[src/rtl/led_show_scheduler.sv]
`default_nettype none
// ============================================================================
// Module   : led_show_scheduler
// Function : IDLE/RUN/HOLD LED pattern sequencer (WALK, BOUNCE, FILL, BLINK)
//            with a one-deep mode/speed change request buffer.
// Revision : 1.0 - initial release
// ============================================================================
module led_show_scheduler (
    input  logic        clkdiv,
    input  logic        rst,
    input  logic        start,
    input  logic        stop,
    input  logic        pause,
    input  logic        req_valid,
    input  logic [1:0]  req_mode,
    input  logic [2:0]  req_speed,
    output logic        req_ready,
    output logic [15:0] led,
    output logic [1:0]  state,
    output logic        wrap
);

    typedef enum logic [1:0] {
        ST_IDLE = 2'd0,
        ST_RUN  = 2'd1,
        ST_HOLD = 2'd2
    } state_t;

    localparam logic [1:0] c_WALK      = 2'd0;
    localparam logic [1:0] c_BOUNCE    = 2'd1;
    localparam logic [1:0] c_FILL      = 2'd2;
    localparam logic [1:0] c_BLINK     = 2'd3;
    localparam logic       c_DIR_RIGHT = 1'b0;
    localparam logic       c_DIR_LEFT  = 1'b1;

    state_t      r_state,      w_state_nxt;
    logic [15:0] r_led,        w_led_nxt;
    logic        r_wrap,       w_wrap_nxt;
    logic [2:0]  r_tick,       w_tick_nxt;
    logic        r_dir,        w_dir_nxt;
    logic [1:0]  r_cur_mode,   w_cur_mode_nxt;
    logic [2:0]  r_cur_speed,  w_cur_speed_nxt;
    logic        r_pend_valid, w_pend_valid_nxt;
    logic [1:0]  r_pend_mode,  w_pend_mode_nxt;
    logic [2:0]  r_pend_speed, w_pend_speed_nxt;

    logic [15:0] w_step_led;
    logic        w_step_dir;
    logic        w_step_wrap;
    logic [15:0] w_not_led;
    logic        w_onehot;
    logic        w_fill_ok;

    function automatic logic [15:0] f_init(input logic [1:0] mode);
        case (mode)
            c_FILL:  f_init = 16'h0000;
            c_BLINK: f_init = 16'hFFFF;
            default: f_init = 16'h8000;
        endcase
    endfunction

    assign w_not_led = ~r_led;
    assign w_onehot  = (r_led != 16'h0000) && ((r_led & (r_led - 16'd1)) == 16'h0000);
    // FILL values are a run of ones from the MSB down, i.e. ~led is a low-aligned mask.
    assign w_fill_ok = ((w_not_led & (w_not_led + 16'd1)) == 16'h0000);

    // Next pattern value; anything unreachable from the mode's init falls back to init.
    always_comb begin
        w_step_led  = f_init(r_cur_mode);
        w_step_dir  = c_DIR_RIGHT;
        w_step_wrap = 1'b0;
        case (r_cur_mode)
            c_WALK: begin
                if (r_led == 16'h0001) begin
                    w_step_led  = 16'h8000;
                    w_step_wrap = 1'b1;
                end else if (w_onehot) begin
                    w_step_led = r_led >> 1;
                end
            end
            c_BOUNCE: begin
                if (w_onehot) begin
                    if (r_dir == c_DIR_RIGHT) begin
                        if (r_led == 16'h0001) begin
                            w_step_led = 16'h0002;
                            w_step_dir = c_DIR_LEFT;
                        end else begin
                            w_step_led = r_led >> 1;
                            w_step_dir = (r_led == 16'h0002) ? c_DIR_LEFT : c_DIR_RIGHT;
                        end
                    end else begin
                        if (r_led == 16'h8000) begin
                            w_step_led = 16'h4000;
                            w_step_dir = c_DIR_RIGHT;
                        end else begin
                            w_step_led  = r_led << 1;
                            w_step_dir  = (r_led == 16'h4000) ? c_DIR_RIGHT : c_DIR_LEFT;
                            w_step_wrap = (r_led == 16'h4000);
                        end
                    end
                end
            end
            c_FILL: begin
                if (r_led == 16'hFFFF) begin
                    w_step_led  = 16'h0000;
                    w_step_wrap = 1'b1;
                end else if (w_fill_ok) begin
                    w_step_led = {1'b1, r_led[15:1]};
                end
            end
            default: begin
                if (r_led == 16'h0000) begin
                    w_step_led  = 16'hFFFF;
                    w_step_wrap = 1'b1;
                end else if (r_led == 16'hFFFF) begin
                    w_step_led = 16'h0000;
                end
            end
        endcase
    end

    always_comb begin
        w_state_nxt      = r_state;
        w_led_nxt        = r_led;
        w_wrap_nxt       = 1'b0;
        w_tick_nxt       = r_tick;
        w_dir_nxt        = r_dir;
        w_cur_mode_nxt   = r_cur_mode;
        w_cur_speed_nxt  = r_cur_speed;
        w_pend_valid_nxt = r_pend_valid;
        w_pend_mode_nxt  = r_pend_mode;
        w_pend_speed_nxt = r_pend_speed;

        // Accept and apply are mutually exclusive: one needs pend_valid low, the other high.
        if (req_valid && !r_pend_valid) begin
            w_pend_valid_nxt = 1'b1;
            w_pend_mode_nxt  = req_mode;
            w_pend_speed_nxt = req_speed;
        end

        case (r_state)
            ST_IDLE: begin
                w_led_nxt  = 16'h0000;
                w_tick_nxt = 3'd0;
                w_dir_nxt  = c_DIR_RIGHT;
                if (r_pend_valid) begin
                    w_cur_mode_nxt   = r_pend_mode;
                    w_cur_speed_nxt  = r_pend_speed;
                    w_pend_valid_nxt = 1'b0;
                end
                if (start && !stop) begin
                    w_state_nxt = ST_RUN;
                    w_led_nxt   = f_init(r_pend_valid ? r_pend_mode : r_cur_mode);
                end
            end
            ST_RUN: begin
                if (stop) begin
                    w_state_nxt = ST_IDLE;
                    w_led_nxt   = 16'h0000;
                    w_tick_nxt  = 3'd0;
                    w_dir_nxt   = c_DIR_RIGHT;
                end else if (pause) begin
                    w_state_nxt = ST_HOLD;
                end else if (r_tick == r_cur_speed) begin
                    w_tick_nxt = 3'd0;
                    if (r_pend_valid) begin
                        w_cur_mode_nxt   = r_pend_mode;
                        w_cur_speed_nxt  = r_pend_speed;
                        w_pend_valid_nxt = 1'b0;
                        w_led_nxt        = f_init(r_pend_mode);
                        w_dir_nxt        = c_DIR_RIGHT;
                    end else begin
                        w_led_nxt  = w_step_led;
                        w_dir_nxt  = w_step_dir;
                        w_wrap_nxt = w_step_wrap;
                    end
                end else begin
                    w_tick_nxt = r_tick + 3'd1;
                end
            end
            ST_HOLD: begin
                if (stop) begin
                    w_state_nxt = ST_IDLE;
                    w_led_nxt   = 16'h0000;
                    w_tick_nxt  = 3'd0;
                    w_dir_nxt   = c_DIR_RIGHT;
                end else if (!pause) begin
                    w_state_nxt = ST_RUN;
                end
            end
            default: begin
                w_state_nxt = ST_IDLE;
                w_led_nxt   = 16'h0000;
                w_tick_nxt  = 3'd0;
                w_dir_nxt   = c_DIR_RIGHT;
            end
        endcase
    end

    always_ff @(posedge clkdiv or posedge rst) begin
        if (rst) begin
            r_state      <= ST_IDLE;
            r_led        <= 16'h0000;
            r_wrap       <= 1'b0;
            r_tick       <= 3'd0;
            r_dir        <= c_DIR_RIGHT;
            r_cur_mode   <= c_WALK;
            r_cur_speed  <= 3'd0;
            r_pend_valid <= 1'b0;
            r_pend_mode  <= 2'd0;
            r_pend_speed <= 3'd0;
        end else begin
            r_state      <= w_state_nxt;
            r_led        <= w_led_nxt;
            r_wrap       <= w_wrap_nxt;
            r_tick       <= w_tick_nxt;
            r_dir        <= w_dir_nxt;
            r_cur_mode   <= w_cur_mode_nxt;
            r_cur_speed  <= w_cur_speed_nxt;
            r_pend_valid <= w_pend_valid_nxt;
            r_pend_mode  <= w_pend_mode_nxt;
            r_pend_speed <= w_pend_speed_nxt;
        end
    end

    assign req_ready = !r_pend_valid;
    assign led       = r_led;
    assign state     = r_state;
    assign wrap      = r_wrap;

endmodule
`default_nettype wire
[config.mk]
export PLATFORM = sky130hd
export DESIGN_NAME = led_show_scheduler
export DESIGN_NICKNAME = d
export VERILOG_FILES = /design/src/rtl/led_show_scheduler.sv
export SDC_FILE = /design/constraint.sdc
export NUM_CORES = 1
export LEC_CHECK = 0
export CORE_MARGIN = 5
export CORE_UTILIZATION = 54
export CTS_CLUSTER_DIAMETER = 100
export DETAILED_ROUTE_END_ITERATION = 8
export PLACE_DENSITY = 0.81
export SYNTH_ARGS = -nofsm -noshare
export SYNTH_HDL_FRONTEND = slang
export SYNTH_SLANG_ARGS = --single-unit
[constraint.sdc]
create_clock -name clkdiv -period 6.3 [get_ports clkdiv]
set_clock_uncertainty 0.05 [all_clocks]
set_input_delay 1.575 -clock clkdiv [delete_from_list [all_inputs] [get_ports clkdiv]]
set_output_delay 1.575 -clock clkdiv [all_outputs]
set_load 0.005 [all_outputs]
==> results.json, run 1 <==
{
  "initial_core_util_pct": 56.4,
  "crit_path_start_kind": "primary input",
  "cts_tree": "yes",
  "slowest_stage": "clkdlybuf4s50_1",
  "dp.final_hpwl_microns": 4030,
  "p_switching_mw": 0.503,
  "io_buffers": 30,
  "synth_edf_count": 0,
  "reg2regPathDepth": 8,
  "synth_cell_types": 58,
  "routed_wl_microns": 5760,
  "hp-class": "register to register",
  "fin_crit_ns": 4.10,
  "synth-compound-area-share_pct": 24.9,
  "antenna_cells": 0,
  "drive_above_1_share_pct": 11.0,
  "leakage_nw": 1.03,
  "worst_slack_ns": 2.20,
  "intPower_mw": 0.694,
  "drcViolationCount": 0,
  "synth_simple_gate_area_share_pct": 21.6,
  "cts_buffers": 5,
  "synth_nets": 275,
  "syn-instance-count": 263,
  "globalplace.congestion": 0.897,
  "area_delta_synth_final_pct": 18.3,
  "synth-xor-area-share_pct": 1.91,
  "synth_area_leaders": "dfrtp_1 37%, a221oi_1 5.0%, mux2_2 4.9%",
  "dominantRegCellSynth": "dfrtp_1",
  "maxCapViolations": 0,
  "grt_use_total_pct": 22.2,
  "ys_seq_area_share_pct": 37.2,
  "cts_buffer_depth": 2,
  "vias": 2186,
  "ant_nets": 0,
  "power.share.combinational_pct": 45.9,
  "wire_per_inst_microns": 17.3,
  "clk_pin_slew_worst_paths_ns": 0.07,
  "fin_setup_tns_ns": 0,
  "grt_start_max_net_pins": 35,
  "synthMuxAreaShare_pct": 6.24,
  "die_x_microns": 75.1,
  "post_cts_buffers": 0,
  "nNetsFinal": 293,
  "grt_pass1_wl_microns": 9690,
  "syn_avg_cell_area_sq_um": 8.70,
  "yosysWarnings": 0,
  "multi_input_area_sq_um": 1270,
  "cts_hold_buf": 0,
  "synth_area_sq_um": 2290,
  "status": "completed",
  "critical-path-max-stage-delay_ns": 0.50,
  "rsz0062_at_grt": "no",
  "worst_pin_slew_ns": 1.24,
  "seqPwrFrac_pct": 33.6,
  "coreArea_sq_um": 4060,
  "cp_data_required_time_ns": 6.47,
  "synth_top_area_share_pct": 37.2,
  "finalCritPeriodShare_pct": 65.1,
  "grt_pass1_vias": 2054,
  "io_pins": 31,
  "die_area_sq_um": 5640,
  "synth_top_cell_by_area": "dfrtp_1",
  "grt_overflow": 0,
  "critical_path.max_fanout": 8,
  "power_mw": 1.20,
  "relSlewSlack_pct": 15.2,
  "finalSetupViolCount": 0,
  "cts_sinks": 34,
  "worst_ep_arrival_time_ns": 4.27,
  "drtIter0Drc": 274,
  "clock-root-buffer": "clkbuf_8",
  "vias_per_cell": 6.58,
  "clk_latency_ns": 0.30,
  "max_freq_mhz": 244,
  "holdPathStages": 1,
  "seqCellArea_sq_um": 851,
  "cts_resized": 0,
  "dp_slack_ns": 1.89,
  "rows": 23,
  "drv_slew": 0,
  "p_per_area_nw_per_um2": 442,
  "crit_chain": "clkdlybuf4s50_1 > or3b_1 > a21oi_1 > nand3b_1 > and2_1 > or3_1 > nor3_2 > a221oi_1 > o21ai_1",
  "crit_path_end_kind": "register",
  "peakVddDrop_uv": 258,
  "h-tree-depth": 2,
  "clkPwrFrac_pct": 20.6,
  "hold_ws_ns": 0.461,
  "async_reset_ff_share_pct": 100,
  "antenna_found_initial": 0,
  "n_fill_cell": 359,
  "finalHoldViolations": 0,
  "synth_top_family_by_area": "compound AO/OA/AOI/OAI gates",
  "swShare_pct": 42.0,
  "path_class": "primary input to register",
  "drt_pass1_iterations": 5,
  "synth-seq-cells": 34,
  "synthAdderAreaFrac_pct": 1.04,
  "fp.dieH_microns": 75.1
}
## path summary, 6_finish.rpt
kind	startpoint	end	slack [ns]
setup reg to reg	led[2]	led[6]	3.01
setup / recovery	stop	led[6]	2.20
hold / removal	r_tick[2]	r_tick[2]	0.46
hold reg to reg	r_tick[2]	r_tick[2]	0.46
min in group asynchronous	rst	led[0]	1.61
max in group asynchronous	rst	led[7]	4.28
## kinds of logic after synthesis
| logic type | count (synthesis) |
|---|---|
| simple gates | 86 |
| mux | 13 |
| fa+ha+maj | 2 |
| buf+inv | 38 |
| flops | 34 |
| compound gates | 85 |
| xor+xnor | 5 |
## sequential cells by signal (all words and copies together), names as in the netlist
name	cells
led	16
r_cur_mode	2
r_cur_speed	3
r_dir	1
r_pend_mode	2
r_pend_speed	3
r_pend_valid	1
r_tick	3
state	2
wrap	1
## synthesized netlist by cell type, drive strengths merged, types with 4 or more instances
cell	instances
a221oi	13
dfrtp	34
nor2	18
clkbuf	16
nor3	9
buf	5
o21ai	25
nor4	9
nand3	6
a21oi	15
a31oi	4
inv	17
nand4	6
nand2b	7
xnor2	5
nand2	17
mux2	10
## worst max-delay path, delay by kind of cell
family                 cells  cell delay, ns
buffers and inverters      1            0.50
AO/OA/AOI/OAI              3            0.37
AND/OR/NAND/NOR            5            1.82
## stage by stage
stage	util (%)	cells	instance area, sq um
global route	66.7	332	2710
global placement	63.3	324	2570
floorplan	-	263	2290
detailed placement	63.3	324	2570
finish	66.7	332	2710
CTS	66.7	332	2710
## power by group through the flow
stage,Clock [mW],Sequential (mW),Combinational [mW]
finish,0.246,0.402,0.549
global route,0.256,0.413,0.607
CTS,0.248,0.399,0.543
detailed placement,0,0.402,0.540
global placement,0,0.399,0.532
floorplan,0,0.321,0.484
## layout make-up
| cell class | count | share of cell area [%] |
|---|---|---|
| clock inverter | 3 | 2.54 |
| clock buffer | 5 | 2.54 |
| multi-input combinational | 191 | 47.1 |
| sequential | 34 | 31.5 |
| timing repair buffer | 32 | 11.7 |
| inverter | 17 | 2.36 |
| tap | 50 | 2.31 |
## placed cells by master, fill, tap and decap left out, drive strengths merged, types with 3 or more instances in the layout
cell type	synthesis	final
nand2	17	17
mux2	10	10
a21oi	15	15
o22ai	3	3
mux2i	3	3
inv	17	17
nand3	6	6
a221oi	13	13
clkdlybuf4s50	0	30
a31oi	4	4
nand2b	7	7
nor3	9	9
dfrtp	34	34
xnor2	5	5
o21ai	25	25
clkbuf	16	5
nor4	9	9
nand4	6	6
nor2	18	18
o31ai	3	3
## metal layers
layer  share of wire, %  up-vias  global-route usage (%)
li1                   -     1013                       -
met1                 41     1047                    27.2
met2                 49      113                    38.1
met3                7.6       13                    4.41
met4                2.0        0                    8.70
met5                  0        -                       0
Note: power is estimated with default switching activity, not from simulation.
==> run 2: changes to the inputs <==
- clock period: 6.3 -> 4 ns (I/O delays scaled with it)
==> results.json, run 2 (synthesis results as in run 1) <==
{
  "clk_pin_slew_worst_paths_ns": 0.07,
  "cts_hold_buf": 0,
  "vias": 2186,
  "rows": 23,
  "crit_path_end_kind": "register",
  "drcViolationCount": 0,
  "die_area_sq_um": 5640,
  "crit_chain": "clkdlybuf4s50_1 > or3b_1 > a21oi_1 > nand3b_1 > and2_1 > or3_1 > nor3_2 > a221oi_1 > o21ai_1",
  "finalHoldViolations": 0,
  "rsz0062_at_grt": "no",
  "antenna_cells": 0,
  "cts_tree": "yes",
  "finalCritPeriodShare_pct": 81.9,
  "cts_sinks": 34,
  "die_x_microns": 75.1,
  "relSlewSlack_pct": 44.7,
  "wire_per_inst_microns": 16.9,
  "max_freq_mhz": 305,
  "maxCapViolations": 0,
  "grt_pass1_wl_microns": 9770,
  "area_delta_synth_final_pct": 19.8,
  "crit_path_start_kind": "primary input",
  "layout_common_cells": "34 x dfrtp_1, 30 x clkdlybuf4s50_1, 18 x nor2_1, 17 x inv_1, 16 x nand2_1",
  "coreArea_sq_um": 4060,
  "finalSetupViolCount": 0,
  "drt_pass1_iterations": 5,
  "critical-path-max-stage-delay_ns": 0.51,
  "clock-root-buffer": "clkbuf_8",
  "ant_nets": 0,
  "cts_buffers": 5,
  "worst_pin_slew_ns": 0.822,
  "grt_use_total_pct": 22.3,
  "globalplace.congestion": 0.937,
  "grt_start_max_net_pins": 35,
  "grt_pass1_vias": 2081,
  "leakage_nw": 1.05,
  "worst_ep_arrival_time_ns": 3.44,
  "hp-class": "register to register",
  "fin_setup_tns_ns": 0,
  "cp_data_required_time_ns": 4.17,
  "final_common_cell": "dfrtp_1",
  "vias_per_cell": 6.51,
  "cts_buffer_depth": 2,
  "critical_path.max_fanout": 7,
  "drive_above_1_share_pct": 12.2,
  "hold_ws_ns": 0.457,
  "nNetsFinal": 297,
  "fin_crit_ns": 3.27,
  "h-tree-depth": 2,
  "post_cts_buffers": 0,
  "status": "completed",
  "path_class": "primary input to register",
  "drtIter0Drc": 251,
  "io_pins": 31,
  "initial_core_util_pct": 56.4,
  "routed_wl_microns": 5670,
  "slowest_stage": "clkdlybuf4s50_1",
  "io_buffers": 30,
  "cts_resized": 0,
  "clk_latency_ns": 0.29,
  "antenna_found_initial": 0,
  "drv_slew": 0,
  "p_per_area_nw_per_um2": 688,
  "grt_overflow": 0,
  "largest_register_ffs": 16,
  "dp.final_hpwl_microns": 4120,
  "peakVddDrop_uv": 385,
  "fp.dieH_microns": 75.1
}
run 2: critical path, delay by kind of cell:
family	cells	cell delay, ns
simple gates	5	1.53
buf+inv	1	0.51
compound gates	3	0.40
run 2: final cells by class:
| class | count | area (sq um) |
|---|---|---|
| fill | 334 | 1320 |
| timing repair buffer | 36 | 345 |
| tap | 50 | 62.6 |
| inverter | 17 | 63.8 |
| clock inverter | 2 | 60.1 |
| multi-input combinational | 191 | 1270 |
| clock buffer | 6 | 82.6 |
| sequential | 34 | 851 |
run 2: final timing paths:
kind | from | to | slack, ns | cells past startpoint
hold / removal | r_pend_speed[2] | r_cur_speed[2] | 0.46 | 1
hold reg to reg | r_pend_speed[2] | r_cur_speed[2] | 0.46 | 1
min in group asynchronous | rst | led[0] | 1.05 | 3
setup / recovery | stop | led[7] | 0.73 | 9
setup reg to reg | led[7] | led[7] | 0.93 | 8
max in group asynchronous | rst | r_pend_valid | 2.53 | 3
run 2: power by group:
| part | internal (mW) | switching, mW |
|---|---|---|
| clock | 0.266 | 0.130 |
| sequential | 0.436 | 0.187 |
| combinational | 0.413 | 0.454 |
| total | 1.11 | 0.771 |
run 2: metrics by stage:
| stage | worst slack [ns] | instances | utilization [%] | power (mW) | cell area (sq um) |
|---|---|---|---|---|---|
| 2_1_floorplan | 1.05 | 263 | - | 1.27 | 2290 |
| 3_3_place_gp | 0.540 | 328 | 64.0 | 1.46 | 2600 |
| 3_5_place_dp | 0.439 | 328 | 64.0 | 1.49 | 2600 |
| 4_1_cts | 0.745 | 336 | 67.5 | 1.89 | 2740 |
| 5_1_grt | 0.561 | 336 | 67.5 | 2.04 | 2740 |
| 6_report | 0.726 | 336 | 67.5 | 1.89 | 2740 |
run 2: layer usage:
layer,share of wire (%),GRT usage [%],up-vias
li1,-,-,1029
met1,40,27.9,1049
met2,52,38.2,93
met3,6.7,4.14,15
met4,1.9,8.10,0
met5,0,0,-
==> run 3: changes to the inputs <==
- clock period: 4 -> 3.3 ns (I/O delays scaled with it)
==> results.json, run 3 (synthesis results as in run 1) <==
{
  "power_mw": 2.19,
  "utilization_pct": 68.7,
  "rows": 23,
  "swShare_pct": 44.2,
  "area_delta_synth_final_pct": 21.9,
  "dp_slack_ns": 0.0678,
  "initial_core_util_pct": 56.4,
  "ant_nets": 0,
  "globalplace.congestion": 0.899,
  "cpMostUsedCell": "nor3_2",
  "drcViolationCount": 0,
  "fp.dieH_microns": 75.1,
  "drv_slew": 0,
  "h-tree-depth": 2,
  "clk_pin_slew_worst_paths_ns": 0.08,
  "drive_above_1_share_pct": 16.3,
  "cp_top_family": "simple AND/OR/NAND/NOR gates",
  "final_common_cell": "dfrtp_1",
  "clk_latency_ns": 0.30,
  "power.share.combinational_pct": 53.8,
  "slowest_stage": "or4_4",
  "layout_common_cells": "34 x dfrtp_1, 30 x clkdlybuf4s50_1, 21 x buf_4, 18 x nor2_1, 17 x inv_1",
  "drt_pass1_iterations": 5,
  "cts_buffer_depth": 2,
  "coreArea_sq_um": 4060,
  "routed_wl_microns": 6080,
  "cts_tree": "yes",
  "crit_path_end_kind": "register",
  "fin_setup_tns_ns": 0,
  "cp_data_required_time_ns": 3.47,
  "dpl.cell_count": 343,
  "post_cts_buffers": 0,
  "vias": 2281,
  "fin_crit_ns": 2.99,
  "status": "completed",
  "worst_pin_slew_ns": 0.597,
  "maxCapViolations": 0,
  "die_x_microns": 75.1,
  "intPower_mw": 1.22,
  "wire_per_inst_microns": 17.4,
  "crit_buf_inv": 0,
  "peakVddDrop_uv": 524,
  "io_pins": 31,
  "cts_buffers": 5,
  "hold_ws_ns": 0.451,
  "grt_pass1_vias": 2217,
  "cts_hold_buf": 0,
  "critical_path.max_fanout": 11,
  "crit_chain": "nor3_2 > and3_4 > nand2_2 > maj3_2 > or4_4 > nor3_2 > a221oi_1 > o21ai_1",
  "drtIter0Drc": 295,
  "rsz0062_at_grt": "no",
  "seqPwrFrac_pct": 32.4,
  "finalSetupViolCount": 0,
  "n_fill_cell": 341,
  "clkPwrFrac_pct": 13.8,
  "postPlaceCellArea_sq_um": 2710,
  "worst_slack_ns": 0.306,
  "clock-root-buffer": "clkbuf_8",
  "dp.final_hpwl_microns": 4370,
  "finalNonFillerCells": 350,
  "crit_path_start_kind": "register",
  "critical-path-max-stage-delay_ns": 0.62,
  "grt_start_max_net_pins": 22,
  "finalInstanceArea_sq_um": 2790,
  "die_area_sq_um": 5640,
  "vias_per_cell": 6.52,
  "finalHoldViolations": 0,
  "relSlewSlack_pct": 59.9,
  "path_class": "register to register",
  "p_per_area_nw_per_um2": 786,
  "p_switching_mw": 0.970,
  "worst_ep_arrival_time_ns": 3.17,
  "antenna_cells": 0,
  "largest_register_ffs": 16,
  "io_buffers": 30,
  "grt_pass1_wl_microns": 10100,
  "hp-class": "register to register",
  "grt_overflow": 0,
  "grt_use_total_pct": 23.5,
  "cts_resized": 0,
  "cts_sinks": 34,
  "finalCritPeriodShare_pct": 90.7,
  "antenna_found_initial": 0,
  "nNetsFinal": 312,
  "max_freq_mhz": 334,
  "leakage_nw": 1.10
}
-- run 3: cell count changes in the layout (fill, tap and decap cells not counted) --
cell and change:
clkbuf_8 -1, clkinv_2 +2, buf_4 +15, bufinv_16 -2
-- run 3: worst paths after layout --
check / from / endpoint / slack (ns) / cells after the start
setup / recovery: led[3] / led[4] / 0.31 / 8
hold / removal: r_pend_speed[2] / r_pend_speed[2] / 0.45 / 1
setup reg to reg: led[3] / led[4] / 0.31 / 8
hold reg to reg: r_pend_speed[2] / r_pend_speed[2] / 0.45 / 1
max in group asynchronous: rst / r_cur_mode[1] / 1.70 / 3
min in group asynchronous: rst / led[14] / 0.81 / 2
-- run 3: area by class of cell --
class                      instances  area (sq um)  area share (%)
inverter                          17          63.8            2.29
tap                               50          62.6            2.24
clock inverter                     2          10.0           0.359
clock buffer                       5          68.8            2.47
multi-input combinational        191          1270            45.7
sequential                        34           851            30.5
timing repair buffer              51           458            16.4
-- run 3: power groups by stage --
stage	combinational [mW]	sequential, mW	clock (mW)
after global placement	1.13	0.708	0
after detailed placement	1.16	0.716	0
after CTS	1.17	0.707	0.302
after floorplan	0.924	0.613	0
after global routing	1.30	0.732	0.318
final	1.18	0.711	0.302
-- run 3: metal layers --
metal	vias to the layer above	track usage, %	wire length, microns
met2	120	41.8	3080
met5	-	0	0
met1	1093	27.7	2420
li1	1055	-	-
met3	13	4.67	469
met4	0	9.09	108
